--- src/rtl/triloc_pkg.sv ---
// Shared definitions for the trilateration sequencer: default coordinate
// width, FSM state encoding, arithmetic width helpers, pair ordering and
// ISX_LAT bounds.
package triloc_pkg;

   localparam int DEFAULT_N = 8;

   // Datapath latency bounds; the WAIT counter is sized for the upper bound.
   localparam int ISX_LAT_MIN = 1;
   localparam int ISX_LAT_MAX = 15;
   localparam int CNT_W       = 4;

   typedef enum logic [2:0] {
      S_IDLE   = 3'd0,
      S_ISSUE  = 3'd1,
      S_WAIT   = 3'd2,
      S_SCORE  = 3'd3,
      S_SELECT = 3'd4
   } state_t;

   // Width of a coordinate difference between two N+2-bit candidates.
   function automatic int diff_w(input int n);
      return n + 3;
   endfunction

   // Width of an absolute difference and of an L1 distance.
   function automatic int l1_w(input int n);
      return n + 4;
   endfunction

   // Width of a candidate score (sum of two L1 minima).
   function automatic int score_w(input int n);
      return n + 5;
   endfunction

   localparam int DIFF_W  = DEFAULT_N + 3;
   localparam int L1_W    = DEFAULT_N + 4;
   localparam int SCORE_W = DEFAULT_N + 5;

   // Pair order: P0=(A0,A1), P1=(A1,A2), P2=(A0,A2); first anchor goes on K.
   function automatic logic [1:0] pair_k(input logic [1:0] p);
      return (p == 2'd1) ? 2'd1 : 2'd0;
   endfunction

   function automatic logic [1:0] pair_l(input logic [1:0] p);
      return (p == 2'd0) ? 2'd1 : 2'd2;
   endfunction

endpackage

--- src/rtl/trilat_l1min.sv ---
// Minimum L1 distance from one point to the nearer of two candidates.
// Purely combinational; the caller registers the result.
module trilat_l1min
   import triloc_pkg::*;
#(
   parameter int N = DEFAULT_N
) (
   input  logic signed [N+1:0] px_i,
   input  logic signed [N+1:0] py_i,
   input  logic signed [N+1:0] ax_i,
   input  logic signed [N+1:0] ay_i,
   input  logic signed [N+1:0] bx_i,
   input  logic signed [N+1:0] by_i,
   output logic [N+3:0]        l1_min_o
);

   localparam int DW = diff_w(N);
   localparam int LW = l1_w(N);

   logic signed [N+1:0] cx [2];
   logic signed [N+1:0] cy [2];
   logic signed [DW-1:0] dx [2];
   logic signed [DW-1:0] dy [2];
   logic [LW-1:0] abs_x [2];
   logic [LW-1:0] abs_y [2];
   logic [LW-1:0] l1 [2];

   assign cx[0] = ax_i;
   assign cy[0] = ay_i;
   assign cx[1] = bx_i;
   assign cy[1] = by_i;

   // One sign-extended difference/abs/sum chain per candidate.
   for (genvar gi = 0; gi < 2; gi++) begin : g_cand
      assign dx[gi]    = DW'(px_i) - DW'(cx[gi]);
      assign dy[gi]    = DW'(py_i) - DW'(cy[gi]);
      assign abs_x[gi] = dx[gi][DW-1] ? LW'(-dx[gi]) : LW'(dx[gi]);
      assign abs_y[gi] = dy[gi][DW-1] ? LW'(-dy[gi]) : LW'(dy[gi]);
      assign l1[gi]    = abs_x[gi] + abs_y[gi];
   end

   assign l1_min_o = (l1[1] < l1[0]) ? l1[1] : l1[0];

endmodule

--- src/rtl/trilat_seq.sv ---
// Trilateration sequencer: feeds three anchor-circle pairs through an
// external intersection datapath, captures both candidates per pair, scores
// the two P0 candidates against the P1/P2 candidates by L1 distance and
// outputs the better one. Define TRILAT_SEQ_SCORE_EN to add a `score`
// output carrying the winning score.
module trilat_seq
   import triloc_pkg::*;
#(
   parameter int N       = DEFAULT_N,
   parameter int ISX_LAT = 1
) (
   input  logic               clk,
   input  logic               rst,
   input  logic               start,
   input  logic signed [N-1:0] x0,
   input  logic signed [N-1:0] y0,
   input  logic signed [N-1:0] x1,
   input  logic signed [N-1:0] y1,
   input  logic signed [N-1:0] x2,
   input  logic signed [N-1:0] y2,
   input  logic [N:0]         r0,
   input  logic [N:0]         r1,
   input  logic [N:0]         r2,
   output logic               busy,
   output logic               done,
   output logic signed [N+1:0] xP,
   output logic signed [N+1:0] yP,
   output logic signed [N-1:0] ix_xK,
   output logic signed [N-1:0] ix_yK,
   output logic signed [N-1:0] ix_xL,
   output logic signed [N-1:0] ix_yL,
   output logic [N:0]         ix_rK,
   output logic [N:0]         ix_rL,
   input  logic signed [N+1:0] ix_x1P,
   input  logic signed [N+1:0] ix_y1P,
   input  logic signed [N+1:0] ix_x2P,
   input  logic signed [N+1:0] ix_y2P
`ifdef TRILAT_SEQ_SCORE_EN
   ,
   output logic [N+4:0]       score
`endif
);

   localparam int LW = l1_w(N);
   localparam int SW = score_w(N);
   // Out-of-range latencies are clamped so the WAIT counter stays valid.
   localparam int LAT_C = (ISX_LAT < ISX_LAT_MIN) ? ISX_LAT_MIN :
                          (ISX_LAT > ISX_LAT_MAX) ? ISX_LAT_MAX : ISX_LAT;
   localparam logic [CNT_W-1:0] CNT_LAST = CNT_W'(LAT_C - 1);

   state_t state_q, state_d;
   logic [1:0] pair_q, pair_d;
   logic [CNT_W-1:0] cnt_q, cnt_d;

   logic signed [N-1:0] in_x [3];
   logic signed [N-1:0] in_y [3];
   logic [N:0] in_r [3];
   logic signed [N-1:0] anc_x_q [3];
   logic signed [N-1:0] anc_y_q [3];
   logic [N:0] anc_r_q [3];
   logic signed [N-1:0] src_x [3];
   logic signed [N-1:0] src_y [3];
   logic [N:0] src_r [3];

   logic signed [N+1:0] c1x_q [3];
   logic signed [N+1:0] c1y_q [3];
   logic signed [N+1:0] c2x_q [3];
   logic signed [N+1:0] c2y_q [3];

   logic signed [N-1:0] ix_xk_q, ix_yk_q, ix_xl_q, ix_yl_q;
   logic [N:0] ix_rk_q, ix_rl_q;
   logic busy_q, done_q;
   logic signed [N+1:0] xp_q, yp_q;

   logic accept, capture;
   logic [1:0] k_sel, l_sel;
   logic [LW-1:0] l1m [4];
   logic [SW-1:0] score1, score2;
   logic pick1;

   assign in_x[0] = x0;
   assign in_y[0] = y0;
   assign in_r[0] = r0;
   assign in_x[1] = x1;
   assign in_y[1] = y1;
   assign in_r[1] = r1;
   assign in_x[2] = x2;
   assign in_y[2] = y2;
   assign in_r[2] = r2;

   assign accept  = (state_q == S_IDLE) && start;
   assign capture = (state_q == S_WAIT) && (cnt_q == CNT_LAST);

   // The P0 issue happens on the accepting edge, before the latch holds the
   // anchors, so the live inputs are used while still in IDLE.
   for (genvar gi = 0; gi < 3; gi++) begin : g_src
      assign src_x[gi] = (state_q == S_IDLE) ? in_x[gi] : anc_x_q[gi];
      assign src_y[gi] = (state_q == S_IDLE) ? in_y[gi] : anc_y_q[gi];
      assign src_r[gi] = (state_q == S_IDLE) ? in_r[gi] : anc_r_q[gi];
   end

   assign k_sel = pair_k(pair_d);
   assign l_sel = pair_l(pair_d);

   // Next-state logic: three ISSUE/WAIT rounds, then SCORE and SELECT.
   always_comb begin
      state_d = state_q;
      pair_d  = pair_q;
      cnt_d   = cnt_q;
      unique case (state_q)
         S_IDLE: begin
            if (start) begin
               state_d = S_ISSUE;
               pair_d  = 2'd0;
            end
         end
         S_ISSUE: begin
            state_d = S_WAIT;
            cnt_d   = '0;
         end
         S_WAIT: begin
            if (cnt_q == CNT_LAST) begin
               cnt_d = '0;
               if (pair_q == 2'd2) begin
                  state_d = S_SCORE;
               end else begin
                  state_d = S_ISSUE;
                  pair_d  = pair_q + 2'd1;
               end
            end else begin
               cnt_d = cnt_q + 1'b1;
            end
         end
         S_SCORE:  state_d = S_SELECT;
         S_SELECT: state_d = S_IDLE;
         default:  state_d = S_IDLE;
      endcase
   end

   // FSM, pair index and WAIT counter.
   always_ff @(posedge clk) begin
      if (rst) begin
         state_q <= S_IDLE;
         pair_q  <= '0;
         cnt_q   <= '0;
      end else begin
         state_q <= state_d;
         pair_q  <= pair_d;
         cnt_q   <= cnt_d;
      end
   end

   // Anchor latch on accept and per-pair candidate capture on the last WAIT cycle.
   always_ff @(posedge clk) begin
      if (rst) begin
         for (int i = 0; i < 3; i++) begin
            anc_x_q[i] <= '0;
            anc_y_q[i] <= '0;
            anc_r_q[i] <= '0;
            c1x_q[i]   <= '0;
            c1y_q[i]   <= '0;
            c2x_q[i]   <= '0;
            c2y_q[i]   <= '0;
         end
      end else begin
         for (int i = 0; i < 3; i++) begin
            if (accept) begin
               anc_x_q[i] <= in_x[i];
               anc_y_q[i] <= in_y[i];
               anc_r_q[i] <= in_r[i];
            end
            if (capture && (pair_q == 2'(i))) begin
               c1x_q[i] <= ix_x1P;
               c1y_q[i] <= ix_y1P;
               c2x_q[i] <= ix_x2P;
               c2y_q[i] <= ix_y2P;
            end
         end
      end
   end

   // Load the next pair onto the datapath ports as ISSUE is entered; hold otherwise.
   always_ff @(posedge clk) begin
      if (rst) begin
         ix_xk_q <= '0;
         ix_yk_q <= '0;
         ix_xl_q <= '0;
         ix_yl_q <= '0;
         ix_rk_q <= '0;
         ix_rl_q <= '0;
      end else if (state_d == S_ISSUE) begin
         ix_xk_q <= src_x[k_sel];
         ix_yk_q <= src_y[k_sel];
         ix_xl_q <= src_x[l_sel];
         ix_yl_q <= src_y[l_sel];
         ix_rk_q <= src_r[k_sel];
         ix_rl_q <= src_r[l_sel];
      end
   end

   // Four min-L1 terms: P0 candidate (gi/2) against the P1 or P2 candidates.
   for (genvar gi = 0; gi < 4; gi++) begin : g_l1
      localparam int CAND = gi / 2;
      localparam int PR   = 1 + (gi % 2);
      trilat_l1min #(.N(N)) u_l1min (
         .px_i    ((CAND == 0) ? c1x_q[0] : c2x_q[0]),
         .py_i    ((CAND == 0) ? c1y_q[0] : c2y_q[0]),
         .ax_i    (c1x_q[PR]),
         .ay_i    (c1y_q[PR]),
         .bx_i    (c2x_q[PR]),
         .by_i    (c2y_q[PR]),
         .l1_min_o(l1m[gi])
      );
   end

   assign score1 = SW'(l1m[0]) + SW'(l1m[1]);
   assign score2 = SW'(l1m[2]) + SW'(l1m[3]);
   assign pick1  = (score1 <= score2);   // tie goes to candidate 1

   // Status flags and result: the winner is registered on the SCORE->SELECT
   // edge so xP/yP are already valid in the done cycle, then held.
   always_ff @(posedge clk) begin
      if (rst) begin
         busy_q <= 1'b0;
         done_q <= 1'b0;
         xp_q   <= '0;
         yp_q   <= '0;
      end else begin
         busy_q <= (state_d == S_ISSUE) || (state_d == S_WAIT) || (state_d == S_SCORE);
         done_q <= (state_q == S_SCORE);
         if (state_q == S_SCORE) begin
            xp_q <= pick1 ? c1x_q[0] : c2x_q[0];
            yp_q <= pick1 ? c1y_q[0] : c2y_q[0];
         end
      end
   end

`ifdef TRILAT_SEQ_SCORE_EN
   logic [SW-1:0] score_q;

   // Winning score, registered alongside xP/yP.
   always_ff @(posedge clk) begin
      if (rst) begin
         score_q <= '0;
      end else if (state_q == S_SCORE) begin
         score_q <= pick1 ? score1 : score2;
      end
   end

   assign score = score_q;
`endif

   assign busy  = busy_q;
   assign done  = done_q;
   assign xP    = xp_q;
   assign yP    = yp_q;
   assign ix_xK = ix_xk_q;
   assign ix_yK = ix_yk_q;
   assign ix_xL = ix_xl_q;
   assign ix_yL = ix_yl_q;
   assign ix_rK = ix_rk_q;
   assign ix_rL = ix_rl_q;

endmodule

--- config.mk ---
export PLATFORM = sky130hd
export DESIGN_NAME = trilat_seq
export DESIGN_NICKNAME = d
export VERILOG_FILES = /design/src/rtl/triloc_pkg.sv /design/src/rtl/trilat_l1min.sv /design/src/rtl/trilat_seq.sv
export SDC_FILE = /design/constraint.sdc
export NUM_CORES = 1
export LEC_CHECK = 0
export CORE_MARGIN = 3
export CORE_UTILIZATION = 50
export DETAILED_ROUTE_END_ITERATION = 6
export PLACE_DENSITY = 0.69
export REMOVE_ABC_BUFFERS = 1
export SLEW_MARGIN = 20
export SYNTH_ARGS = -nofsm -noshare
export SYNTH_HDL_FRONTEND = slang
export SYNTH_SLANG_ARGS = --single-unit
export TNS_END_PERCENT = 10
--- constraint.sdc ---
create_clock -name clk -period 25.2 [get_ports clk]
set_input_delay 5.04 -clock clk [delete_from_list [all_inputs] [get_ports clk]]
set_output_delay 5.04 -clock clk [all_outputs]
set_load 0.01 [all_outputs]
==> impl_metrics.py, run 1 <==
metrics = {
    "outcome": {
        "status": "completed",
    },
    "global_routing": {
        "grt_usage": 0.284,
        "grt_pass1_wl_um": 131000,
        "grt_pass1_vias": 23143,
        "antenna_found_initial": 2,
        "grt-ovfl-total": 0,
        "grt_max_degree": 76,
    },
    "sta": {
        "rsz0062_at_grt": "no",
        "finClkSkew_ns": 0.0149,
        "setup_tns_ns": 0,
        "post-route-min-period_ns": 10.78,
        "finalCritPeriodShare": 0.428,
        "drv_slew": 0,
        "hold_viol_final": 0,
        "worst_slew_pin_slew_ns": 1.14,
        "slew_headroom": 0.234,
        "setup_viol": 0,
        "max_freq_mhz": 92.8,
    },
    "synthesis": {
        "seq_area_frac_synth": 0.267,
        "yosysWarnings": 0,
        "syn_area_per_cell_um2": 9.20,
        "synthArstFlopShare": 0,
        "synth-seq-cells": 276,
        "synth.distinct_cells": 91,
        "syn_area_um2": 28000,
        "synth-edff-count": 195,
        "ys.flop_type": "edfxtp_1",
        "syn_inst": 3038,
    },
    "routing": {
        "wl_met2_um": 40700,
        "postRouteAntennaNets": 0,
        "wirelength_met1_um": 36500,
        "dr_wl_met3_um": 6080,
        "top_layer_used": "met4",
        "drt_wl_total_um": 86100,
        "wl_per_cell_um": 21.7,
        "drc": 0,
        "drt-vias-per-instance": 5.98,
        "firstDrtPassIters": 5,
        "via_count": 23736,
        "drt_iter0_markers": 1641,
    },
    "floorplan": {
        "fp.coreArea_um2": 55200,
        "io_pins": 190,
        "initial_core_util": 0.506,
        "fp.dieW_um": 242,
        "die_h_um": 242,
        "row_count": 86,
        "fp.dieArea_um2": 58800,
    },
    "critical_path": {
        "critPathLaunchType": "register",
        "crit_type": "reg -> reg",
        "slowest_stage": "nand3_1",
        "crit_fanout": 20,
        "cp.arrival_ns": 11.24,
        "required_ns": 25.66,
        "critPathMaxStageDelay_ns": 0.76,
        "worstSetupEndpointType": "register",
    },
    "place": {
        "gp_congestion": 0.957,
        "io_buffers": 189,
        "hpwl_um": 69700,
    },
    "cts": {
        "htree_levels": 1,
        "cts_buffers": 29,
        "clkTransAtPathRegs_ns": 0.07,
        "clockBufferDepth": 3,
        "tritoncts": "done",
        "clock-sinks": 276,
        "cts_root_buffer": "clkbuf_16",
        "clk_latency_ns": 0.58,
        "postCtsResizedCells": 0,
        "post-cts-setup-buffers": 0,
        "cts_hold_buf": 0,
    },
    "final_layout": {
        "nets": 3692,
        "drive_gt1_frac": 0.0720,
        "area_growth_pct": 13.4,
    },
    "min_path": {
        "hold_path_class": "reg -> reg",
    },
    "run": {
        "drv_cap": 0,
    },
}
[critical path: cells and delay by family (launching register included)]
family / cells / cell delay, ns
multiplexers: 2 / 0.75
XOR/XNOR: 2 / 0.42
flip-flops: 1 / 0.39
buffers and inverters: 5 / 0.67
AND/OR/NAND/NOR: 8 / 1.95
adder cells (fa/ha/maj): 6 / 1.76
AO/OA/AOI/OAI: 17 / 4.69
[cell type report]
class / instances / area [um2]
sequential: 276 / 7480
antenna: 1 / 2.50
multi-input combinational: 2454 / 19400
clock inverter: 19 / 241
tap: 748 / 936
timing repair buffer: 204 / 2000
clock buffer: 35 / 821
fill: 4903 / 23500
inverter: 232 / 871
[routing by layer]
metal  track usage  up-vias
met3        0.0495      113
li1              -    11446
met5             0        -
met4        0.0827        0
met1         0.367    11400
met2         0.486      777
[layout by cell type, fill, tap and decap left out, types with 38 or more instances in the layout]
cell,count
inv_1,232
edfxtp_1,195
a21oi_1,169
nor3_1,53
nand2b_1,61
nand3_1,55
dfxtp_1,81
nand2_1,126
xnor2_1,206
mux2i_1,38
a21o_1,77
xor2_1,115
mux4_2,50
nor2_1,281
nor2b_1,41
o21ai_0,138
o21a_1,45
a22o_1,53
and2_1,120
clkdlybuf4s50_1,188
ha_1,351
[metrics by stage]
step | worst slack, ns | instances | utilization | hold WS, ns | area (um2)
after global routing | 13.62 | 3968 | 0.574 | 0.496 | 31700
after CTS | 14.52 | 3968 | 0.574 | 0.483 | 31700
after floorplan | 15.85 | 2962 | - | 0.444 | 27600
after detailed placement | 14.57 | 3914 | 0.555 | 0.464 | 30600
after global placement | 14.74 | 3914 | 0.555 | 0.461 | 30600
final | 14.42 | 3969 | 0.574 | 0.478 | 31700
[registers in the layout, indices dropped and copies added, names as in the netlist, 2 cells and up]
signal   cells
anc_y_q     24
c2y_q       30
c2x_q       30
state_q      3
ix_rL        9
c1y_q       30
ix_xK        8
pair_q       2
anc_x_q     24
xP          10
ix_yL        8
yP          10
ix_xL        8
ix_yK        8
c1x_q       30
anc_r_q     27
ix_rK        9
cnt_q        4
[worst paths after layout]
path                         startpoint                     to  slack, ns  cells after the start
setup / recovery  c1x_q[0][0]$_DFFE_PP_     yP[9]$_SDFFE_PP0P_      14.42                     40
hold / removal    ix_yK[2]$_SDFFE_PP0P_  ix_yK[2]$_SDFFE_PP0P_       0.48                      1
setup reg to reg  c1x_q[0][0]$_DFFE_PP_     yP[9]$_SDFFE_PP0P_      14.42                     40
hold reg to reg   ix_yK[2]$_SDFFE_PP0P_  ix_yK[2]$_SDFFE_PP0P_       0.48                      1
[cell families after synthesis]
| kind of cell | after synthesis | synth area share |
|---|---|---|
| AOI/OAI and AO/OA | 749 | 0.185 |
| xor gates and xnor gates | 321 | 0.101 |
| adders and majority gates | 377 | 0.176 |
| buffers and inverters | 308 | 0.0425 |
| DFF | 276 | 0.267 |
| muxes | 117 | 0.0656 |
| and+or+nand+nor | 890 | 0.163 |
[Yosys cell counts, drive strengths merged, types with 55 or more instances]
cell type / n / area share
nand2b: 62 / 0.014
and2: 120 / 0.027
clkbuf: 63 / 0.0085
a21oi: 169 / 0.030
edfxtp: 195 / 0.21
ha: 351 / 0.16
dfxtp: 81 / 0.058
inv: 232 / 0.031
nor2: 285 / 0.038
a21o: 80 / 0.021
nor3: 55 / 0.010
o21ai: 145 / 0.026
nand2: 126 / 0.017
xnor2: 206 / 0.065
nand3: 55 / 0.0098
xor2: 115 / 0.036
Power of run 1 is not shown: default switching activity piles up to over one toggle a cycle in this logic, so the estimate is an artifact.
==> run 2: changes to the inputs <==
Clock period 25.2 ns to 9.92 ns, I/O delays scaled along.
==> impl_metrics.py, run 2 (synthesis results as in run 1) <==
metrics = {
    "routing": {
        "firstDrtPassIters": 6,
        "drt_iter0_markers": 1717,
        "drt-vias-per-instance": 5.99,
        "drc": 0,
        "wl_per_cell_um": 22.3,
        "drt_wl_total_um": 89500,
        "via_count": 24004,
        "postRouteAntennaNets": 0,
    },
    "cts": {
        "clockBufferDepth": 3,
        "cts_root_buffer": "clkbuf_16",
        "clkTransAtPathRegs_ns": 0.07,
        "cts_buffers": 29,
        "cts_hold_buf": 0,
        "clk_latency_ns": 0.58,
        "tritoncts": "done",
        "clock-sinks": 276,
        "htree_levels": 1,
    },
    "critical_path": {
        "critPathLaunchType": "register",
        "worstSetupEndpointType": "register",
        "crit_fanout": 10,
        "crit_type": "reg -> reg",
        "cp.arrival_ns": 9.82,
        "cpMostUsedCell": "a21oi_1",
        "required_ns": 10.36,
        "critPathMaxStageDelay_ns": 0.57,
        "slowest_stage": "edfxtp_1",
        "ff2ff_setup_slack_ns": 0.54,
    },
    "run": {
        "drv_cap": 0,
    },
    "final_layout": {
        "drive_gt1_frac": 0.0903,
        "area_growth_pct": 14.5,
        "nets": 3729,
        "fill_cells": 4810,
        "mostFrequentLayoutCell": "ha_1",
        "num_antenna_cells": 0,
        "most-common-layout-cells": "ha_1, nor2_1, inv_1",
        "regArea_um2": 7480,
        "multi_input_area_um2": 19500,
    },
    "place": {
        "place_ws_ns": 0.176,
        "io_buffers": 189,
        "hpwl_um": 72800,
        "gp_congestion": 0.987,
    },
    "sta": {
        "slew_headroom": 0.263,
        "finalCritPeriodShare": 0.946,
        "worst_slew_pin_slew_ns": 1.10,
        "setup_tns_ns": 0,
        "post-route-min-period_ns": 9.38,
        "finClkSkew_ns": 0.0350,
        "hold_viol_final": 0,
        "setup_viol": 0,
        "max_freq_mhz": 107,
        "finalWorstSetupSlack_ns": 0.538,
        "drv_slew": 0,
    },
    "global_routing": {
        "grt_usage": 0.295,
        "grt-ovfl-total": 0,
        "antenna_found_initial": 0,
        "grt_max_degree": 76,
        "grt_pass1_vias": 23364,
        "grt_pass1_wl_um": 136000,
    },
    "floorplan": {
        "fp.dieW_um": 242,
        "row_count": 86,
        "fp.dieArea_um2": 58800,
        "fp.coreArea_um2": 55200,
        "initial_core_util": 0.506,
        "die_h_um": 242,
        "io_pins": 190,
    },
    "outcome": {
        "status": "completed",
    },
    "min_path": {
        "hold_path_class": "reg -> reg",
    },
}
run 2: changes by cell type in the layout (fill, tap and decap cells not counted), moves of 3 or more:
cell       change
buf_4         +35
a21oi_1        -8
a21oi_2        +8
a211oi_1       -7
a211oi_2       +6
clkbuf_1       +6
o21ai_0        -6
a2111oi_0      -4
bufinv_16      -4
clkinv_1       +3
o21ai_1        +3
o41ai_1        -3
o41ai_2        +3
run 2: metal layers:
| layer | vias up | global-route usage | part of all wire |
|---|---|---|---|
| met5 | - | 0 | 0 |
| met1 | 11591 | 0.392 | 0.43 |
| li1 | 11510 | - | - |
| met4 | 0 | 0.0819 | 0.029 |
| met3 | 125 | 0.0450 | 0.072 |
| met2 | 778 | 0.501 | 0.47 |
run 2: worst max-delay path, delay by kind of cell (launching register included):
kind | cells | cell delay [ns]
adder cells (fa/ha/maj) | 6 | 1.60
AO/OA/AOI/OAI | 24 | 5.00
buffers and inverters | 3 | 0.33
XOR/XNOR | 2 | 0.46
AND/OR/NAND/NOR | 3 | 0.48
flip-flops | 1 | 0.57
multiplexers | 2 | 0.79
run 2: area by class of cell:
| cell class | instances | share of cell area |
|---|---|---|
| inverters | 232 | 0.0272 |
| well taps | 748 | 0.0292 |
| flip-flops and latches | 276 | 0.234 |
| clock inverters | 13 | 0.00235 |
| clock buffers | 41 | 0.0260 |
| repair buffers | 241 | 0.0714 |
| multi-input cells | 2454 | 0.610 |
run 2: path summary, 6_finish.rpt:
kind | startpoint | end | cells past startpoint
worst max-delay path | c2x_q[0][2]$_DFFE_PP_ | yP[9]$_SDFFE_PP0P_ | 40
worst min register to register | ix_yK[2]$_SDFFE_PP0P_ | ix_yK[2]$_SDFFE_PP0P_ | 1
worst max register to register | c2x_q[0][2]$_DFFE_PP_ | yP[9]$_SDFFE_PP0P_ | 40
worst min-delay path | ix_yK[2]$_SDFFE_PP0P_ | ix_yK[2]$_SDFFE_PP0P_ | 1
run 2: what timing repair did:
| item | CTS | global route |
|---|---|---|
| setup buffers | 0 | 13 |
| resized for setup | 0 | 52 |
| setup endpoints to repair | 0 | 20 |
run 2: stage by stage:
stage / instances / area [um2] / util / hold slack [ns]
2_1_floorplan: 2962 / 27600 / - / 0.444
3_3_place_gp: 3938 / 30800 / 0.558 / 0.461
3_5_place_dp: 3938 / 30800 / 0.558 / 0.463
4_1_cts: 3992 / 31700 / 0.574 / 0.481
5_1_grt: 4005 / 32000 / 0.580 / 0.494
6_report: 4005 / 32000 / 0.580 / 0.478
Power of run 2 is left out for the same reason.
